**src/rtl/gpr_writeback_pkg.sv**
```systemverilog
// Shared definitions for the GPR writeback stage: id groups, physical
// index layout of the load scoreboard and the id -> physical map.
package gpr_writeback_pkg;

    localparam logic [6:0] NULL_ID   = 7'h7F;
    localparam logic [3:0] GRP_LO    = 4'h0;
    localparam logic [3:0] GRP_HI    = 4'h1;
    localparam logic [3:0] GRP_ALT   = 4'h4;
    localparam int         SR_RB_BIT = 29;
    localparam int         PHYS_W    = 5;
    localparam int         SB_W      = 24;

    typedef struct packed {
        logic              valid;
        logic [PHYS_W-1:0] idx;
    } phys_t;

    // Group is id[6:3], register within the group is id[2:0].
    // Physical 0-7 / 8-15 hold the two banked sets, 16-23 the unbanked set.
    function automatic phys_t mapId(input logic [6:0] id, input logic rb);
        phys_t p;
        p = '0;
        case (id[6:3])
            GRP_LO: begin
                p.valid = 1'b1;
                p.idx   = {1'b0, rb, id[2:0]};
            end
            GRP_ALT: begin
                p.valid = 1'b1;
                p.idx   = {1'b0, ~rb, id[2:0]};
            end
            GRP_HI: begin
                p.valid = 1'b1;
                p.idx   = {2'b10, id[2:0]};
            end
            default: p = '0;
        endcase
        return p;
    endfunction

endpackage

```
**src/rtl/gpr_writeback_phys_map.sv**
```systemverilog
// Combinational register id + SR.RB -> {valid, physical index}.
module gpr_phys_map
    import gpr_writeback_pkg::*;
(
    input  logic [6:0] idRn,
    input  logic       rb,
    output phys_t      phys
);

    // Pure lookup; invalid groups come back with valid=0
    always_comb begin
        phys = mapId(idRn, rb);
    end

endmodule

```
**src/rtl/gpr_writeback.sv**
```systemverilog
// Writeback stage feeding the GPR bank write port: ALU results win over
// queued load returns, and a load scoreboard drives the decode stall.
module gpr_writeback #(
    parameter int         LDQ_DEPTH = 2,
    parameter logic [6:0] NULL_ID   = gpr_writeback_pkg::NULL_ID
) (
    input  logic        clock,
    input  logic        reset,
    input  logic [31:0] regSrVal,
    input  logic        exValid,
    input  logic [6:0]  exIdRn,
    input  logic [31:0] exVal,
    input  logic        ldIssue,
    input  logic [6:0]  ldIdRn,
    input  logic        memValid,
    input  logic [6:0]  memIdRn,
    input  logic [31:0] memVal,
    output logic        memReady,
    input  logic [6:0]  regIdRs,
    input  logic [6:0]  regIdRt,
    input  logic [6:0]  regIdRm,
    output logic        srcStall,
    output logic        ldPending,
    output logic [6:0]  regIdRn,
    output logic [31:0] regValRn
);
    import gpr_writeback_pkg::*;

    localparam int PTR_W = $clog2(LDQ_DEPTH);
    localparam int CNT_W = PTR_W + 1;

    logic             rb;
    logic             unusedSrBits;
    logic [6:0]       qId  [LDQ_DEPTH];
    logic [31:0]      qVal [LDQ_DEPTH];
    logic [PTR_W-1:0] wrPtr;
    logic [PTR_W-1:0] rdPtr;
    logic [CNT_W-1:0] count;
    logic [SB_W-1:0]  busy;
    logic [SB_W-1:0]  setVec;
    logic [SB_W-1:0]  clrVec;
    logic             push;
    logic             pop;
    logic [6:0]       headId;
    logic [31:0]      headVal;
    logic [6:0]       srcId   [3];
    phys_t            srcPhys [3];
    phys_t            ldPhys;
    phys_t            headPhys;

    assign rb           = regSrVal[SR_RB_BIT];
    assign unusedSrBits = ^{regSrVal[31:SR_RB_BIT+1], regSrVal[SR_RB_BIT-1:0]};

    assign memReady  = (count != CNT_W'(LDQ_DEPTH));
    assign push      = memValid && memReady;
    // The head only reaches the port when the ALU leaves it free
    assign pop       = !exValid && (count != '0);
    assign headId    = qId[rdPtr];
    assign headVal   = qVal[rdPtr];
    assign ldPending = |busy;

    assign srcId[0] = regIdRs;
    assign srcId[1] = regIdRt;
    assign srcId[2] = regIdRm;

    generate
        for (genvar gi = 0; gi < 3; gi++) begin : gSrcMap
            gpr_phys_map uSrcMap (.idRn(srcId[gi]), .rb(rb), .phys(srcPhys[gi]));
        end
    endgenerate

    gpr_phys_map uLdMap   (.idRn(ldIdRn), .rb(rb), .phys(ldPhys));
    gpr_phys_map uHeadMap (.idRn(headId), .rb(rb), .phys(headPhys));

    // A busy bit drops when its load is driven onto the port, not at queue push
    assign setVec = (ldIssue && ldPhys.valid) ? (SB_W'(1) << ldPhys.idx) : '0;
    assign clrVec = (pop && headPhys.valid) ? (SB_W'(1) << headPhys.idx) : '0;

    // Stall decode while any valid source register still waits on a load
    always_comb begin
        srcStall = 1'b0;
        for (int k = 0; k < 3; k++) begin
            if (srcPhys[k].valid && busy[srcPhys[k].idx]) begin
                srcStall = 1'b1;
            end
        end
    end

    // Queue payload storage; contents are meaningless outside count
    always_ff @(posedge clock) begin
        if (push) begin
            qId[wrPtr]  <= memIdRn;
            qVal[wrPtr] <= memVal;
        end
    end

    // Queue pointers, occupancy and scoreboard (set wins over clear)
    always_ff @(posedge clock or negedge reset) begin
        if (!reset) begin
            wrPtr <= '0;
            rdPtr <= '0;
            count <= '0;
            busy  <= '0;
        end else begin
            if (push) wrPtr <= wrPtr + PTR_W'(1);
            if (pop)  rdPtr <= rdPtr + PTR_W'(1);
            case ({push, pop})
                2'b10:   count <= count + CNT_W'(1);
                2'b01:   count <= count - CNT_W'(1);
                default: count <= count;
            endcase
            busy <= (busy & ~clrVec) | setVec;
        end
    end

    // Bank write port: ALU first, then queue head, else idle id
    always_ff @(posedge clock or negedge reset) begin
        if (!reset) begin
            regIdRn  <= NULL_ID;
            regValRn <= '0;
        end else if (exValid) begin
            regIdRn  <= exIdRn;
            regValRn <= exVal;
        end else if (pop) begin
            regIdRn  <= headId;
            regValRn <= headVal;
        end else begin
            regIdRn  <= NULL_ID;
            regValRn <= '0;
        end
    end

    // Upstream contract checks
    phys_t exPhysChk;
    phys_t memPhysChk;
    assign exPhysChk  = mapId(exIdRn, rb);
    assign memPhysChk = mapId(memIdRn, rb);

    aExNotBusy: assert property (@(posedge clock) disable iff (!reset)
        exValid |-> !(exPhysChk.valid && busy[exPhysChk.idx]));
    aRbStable: assert property (@(posedge clock) disable iff (!reset)
        ldPending |-> $stable(rb));
    aMemKnown: assert property (@(posedge clock) disable iff (!reset)
        (memValid && memReady) |-> (memPhysChk.valid && busy[memPhysChk.idx]));

endmodule

```
**config.mk**
```make
export PLATFORM = sky130hd
export DESIGN_NAME = gpr_writeback
export DESIGN_NICKNAME = d
export VERILOG_FILES = /design/src/rtl/gpr_writeback_pkg.sv /design/src/rtl/gpr_writeback_phys_map.sv /design/src/rtl/gpr_writeback.sv
export SDC_FILE = /design/constraint.sdc
export NUM_CORES = 1
export LEC_CHECK = 0
export CAP_MARGIN = 20
export CORE_UTILIZATION = 51
export CTS_CLUSTER_SIZE = 40
export DETAILED_ROUTE_END_ITERATION = 6
export GPL_TIMING_DRIVEN = 0
export PLACE_DENSITY = 0.83
export SYNTH_ARGS = -nofsm -noshare
export SYNTH_HDL_FRONTEND = slang
export SYNTH_HIERARCHICAL = 1
export SYNTH_SLANG_ARGS = --single-unit
```
**constraint.sdc**
```tcl
create_clock -name clock -period 6.95 [get_ports clock]
set_clock_uncertainty 0.15 [all_clocks]
set_input_delay 1.39 -clock clock [delete_from_list [all_inputs] [get_ports clock]]
set_output_delay 1.39 -clock clock [all_outputs]
set_load 0.05 [all_outputs]
```
==> out/results.tsv <==
stage	metric	value	unit
outcome	status	complete, no violations	
logic_synthesis	sequential area share after synthesis	63.6	%
global_route	GRT Total Usage	25.2	%
finish	Area Overhead vs Synth	36.8	%
setup_path	critical setup path kind	input pin to output pin	
logic_synthesis	syn_nets	616	
clock_network	CTS tree	built	
logic_synthesis	Post-Syn Area per Cell	13.4	um^2
setup_path	worst path required time	5.41	ns
sta	Final Max Tran Viols	0	
route	via count	4639	
logic_synthesis	#FFs+latches synth	145	
pwr	Gate power share	32.4	%
clock_network	CTS Buffer Depth	2	
die	initial core utilization	52.5	%
placement	PortBufs	153	
pwr	PwrDens	353	nW/um^2
route	routed len/inst	18.6	um
clock_network	H-tree Lvls	4	
pwr	Power Total	3.05	mW
die	core area	12100	um^2
pwr	Internal Power	2.01	mW
clock_network	Reg clk slew, reported paths	0.05	ns
hold_path	worst hold path startpoint	count[1]	
setup_path	FF-to-FF Start	rdPtr	
setup_path	critical path capture point type	output pin	
sta	Relative slew margins	37.3	%
global_route	vias in the first global route	4847	
hold_path	type of the tightest min-delay check	register to register	
sta	Final period util	85.6	%
setup_path	crit path max fanout	5	
placement	HPWL after DPL	10.7	mm
pwr	Peak supply drop	0.299	mV
global_route	global route overflow	0	
pwr	Sequential Power Share	39.6	%
clock_network	TritonCTS buffer count	17	
clock_network	worst skew pair latency	0.41	ns
logic_synthesis	cell count after synthesis	472	
finish	most common cell after layout, fill and taps aside	clkdlybuf4s50_1	
sta	setup TNS	0	ns
sta	Final Setup Violations	0	
pwr	NetSw	1.05	mW
clock_network	Root Driver	clkbuf_16	
finish	Filler cells	783	
finish	ratio of cells with drive above 1 in the final layout	11.9	%
sta	Worst-Margin Slew	0.941	ns
sta	Fin. Hold Viols	0	
die	io pins	185	
sta	Max Freq	0.168	GHz
route	WL final	15.4	mm
finish	most frequent cells in the layout	clkdlybuf4s50_1 (152), o21ai_0 (81), edfxtp_1 (78), dfrtp_1 (60), nand2_1 (44)	
logic_synthesis	Synth Cell Area	6330	um^2
finish	# diodes	0	
setup_path	Critical path origin	regIdRm[5]	
die	Die ar.	12900	um^2
setup_path	Worst EP arrival	4.41	ns
pwr	Pleak	3.28	nW
route	DRT Pass-1 Iters	4	
global_route	global-route wire length before repair	24.3	mm
clock_network	hold buffers post-CTS	0	
die	# rows	40	
logic_synthesis	yosys warns	6	
clock_network	CTS sink count	145	
sta	Final min period	5.95	ns
die	die height	113	um
clock_network	buffers inserted during post-CTS setup optimization	0	
pwr	clock network power share	28.0	%
route	via-per-instance ratio	5.62	
route	drt drc	0	
placement	GPL Wtd Cong	0.935	
run	max-cap violations	0	
global_route	largest net degree at the start of global routing	68	
setup_path	type of origin of the critical path	input pin	
sta	RSZ-0062 raised after global routing	no	
clock_network	post-CTS resize count	0	
route	Starting DRT DRC Count	211	
pwr	Sw Ratio	34.3	%
finish	final net count	789	
global_route	antenna violations before repair	0	
logic_synthesis	Unique masters post-synth	40	
die	Die W	113	um
route	Antenna Nets Post-Route	0	
==> logic make-up (layout without fill, tap and decap cells) <==
group                      after synthesis  after routing  share of synthesized area, %
xor gates and xnor gates                10             10                          1.38
AOI/OAI and AO/OA                      101            101                          8.87
buffers and inverters                   26            212                          2.11
DFF                                    145            145                          63.6
and+or+nand+nor                        125            125                          10.3
adders and majority gates                1              1                         0.198
muxes                                   64             64                          13.5
==> synth_stat cells (all sizes together) <==
master	instances	share of area, %
nor3	2	0.16
and2	15	1.5
a31oi	1	0.099
a211oi	6	1.1
and4	1	0.14
edfxtp	78	37
o211a	1	0.16
mux2	10	1.8
clkbuf	9	0.53
nor2	14	0.83
xor2	1	0.14
o22ai	1	0.099
buf	9	1.1
o31ai	1	0.12
a21oi	8	0.63
nor4b	5	0.69
nand2b	7	0.69
and3	2	0.22
dfstp	7	2.9
or2	2	0.20
ha	1	0.20
nor3b	2	0.24
nand3b	5	0.59
nor4	13	1.3
nor2b	4	0.40
o21bai	1	0.12
nand2	44	2.6
dfrtp	60	24
mux4	15	5.6
nand4	4	0.40
mux2i	39	6.2
xnor2	9	1.2
o21ai	81	6.4
inv	8	0.47
a32oi	1	0.14
nand3	5	0.40
==> layout make-up <==
class                           instances  area [um^2]  area share (%)
Inverter                                8         30.0           0.347
Timing Repair Buffer                  154         1550            17.9
Sequential cell                       145         4030            46.5
Clock buffer                           18          429            4.96
Clock inverter                         14          131            1.52
Buffer                                 18          104            1.20
Tap cell                              168          210            2.43
Multi-Input combinational cell        301         2180            25.2
==> critical path, cell delays in order <==
cell and delay [ns]:
clkdlybuf4s50_1 0.47, a211oi_2 0.37, and2_1 0.20, buf_6 0.13
mux4_1 0.56, mux2i_1 0.15, nor3_1 0.06, nor4_1 0.27
nand3_1 0.11, clkdlybuf4s50_1 0.70
==> state kept, by name (all words and copies together) (netlist names) <==
| name | count |
|---|---|
| regValRn | 32 |
| busy | 24 |
| qVal | 64 |
| rdPtr | 1 |
| regIdRn | 7 |
| qId | 14 |
| wrPtr | 1 |
| count | 2 |
==> per-layer routing <==
metal	GRT usage (%)	routed length, um
met1	29.8	6140
met2	43.2	7790
met3	7.70	1180
met4	10.1	302
met5	0	0
==> final timing paths <==
check	endpoint	slack (ns)	cells after the start
min	count[1]	0.36	1
min reg2reg	count[1]	0.36	1
max	srcStall	1.0	10
max in group asynchronous	regValRn[5]	5.13	1
max reg2reg	busy[13]	4.09	8
min in group asynchronous	regValRn[18]	0.94	1
==> power by group through the flow <==
stage / combinational [mW] / clock, mW / sequential, mW
after global routing: 1.05 / 0.896 / 1.22
after global placement: 0.956 / 0 / 1.22
after CTS: 0.994 / 0.863 / 1.21
after detailed placement: 0.985 / 0 / 1.22
final: 0.990 / 0.855 / 1.21
after floorplan: 0.414 / 0 / 1.43
==> per-stage QoR <==
| step | instance area, um^2 | std cells | utilization, % | hold slack, ns | setup WS (ns) |
|---|---|---|---|---|---|
| floorplan | 6330 | 472 | - | 0.311 | 2.08 |
| global placement | 8070 | 793 | 66.9 | 0.326 | 1.01 |
| detailed placement | 8100 | 794 | 67.2 | 0.342 | 1.01 |
| CTS | 8660 | 826 | 71.8 | 0.354 | 0.990 |
| global route | 8660 | 826 | 71.8 | 0.394 | 0.779 |
| finish | 8660 | 826 | 71.8 | 0.358 | 0.999 |
(Power assumes the default switching activity.)
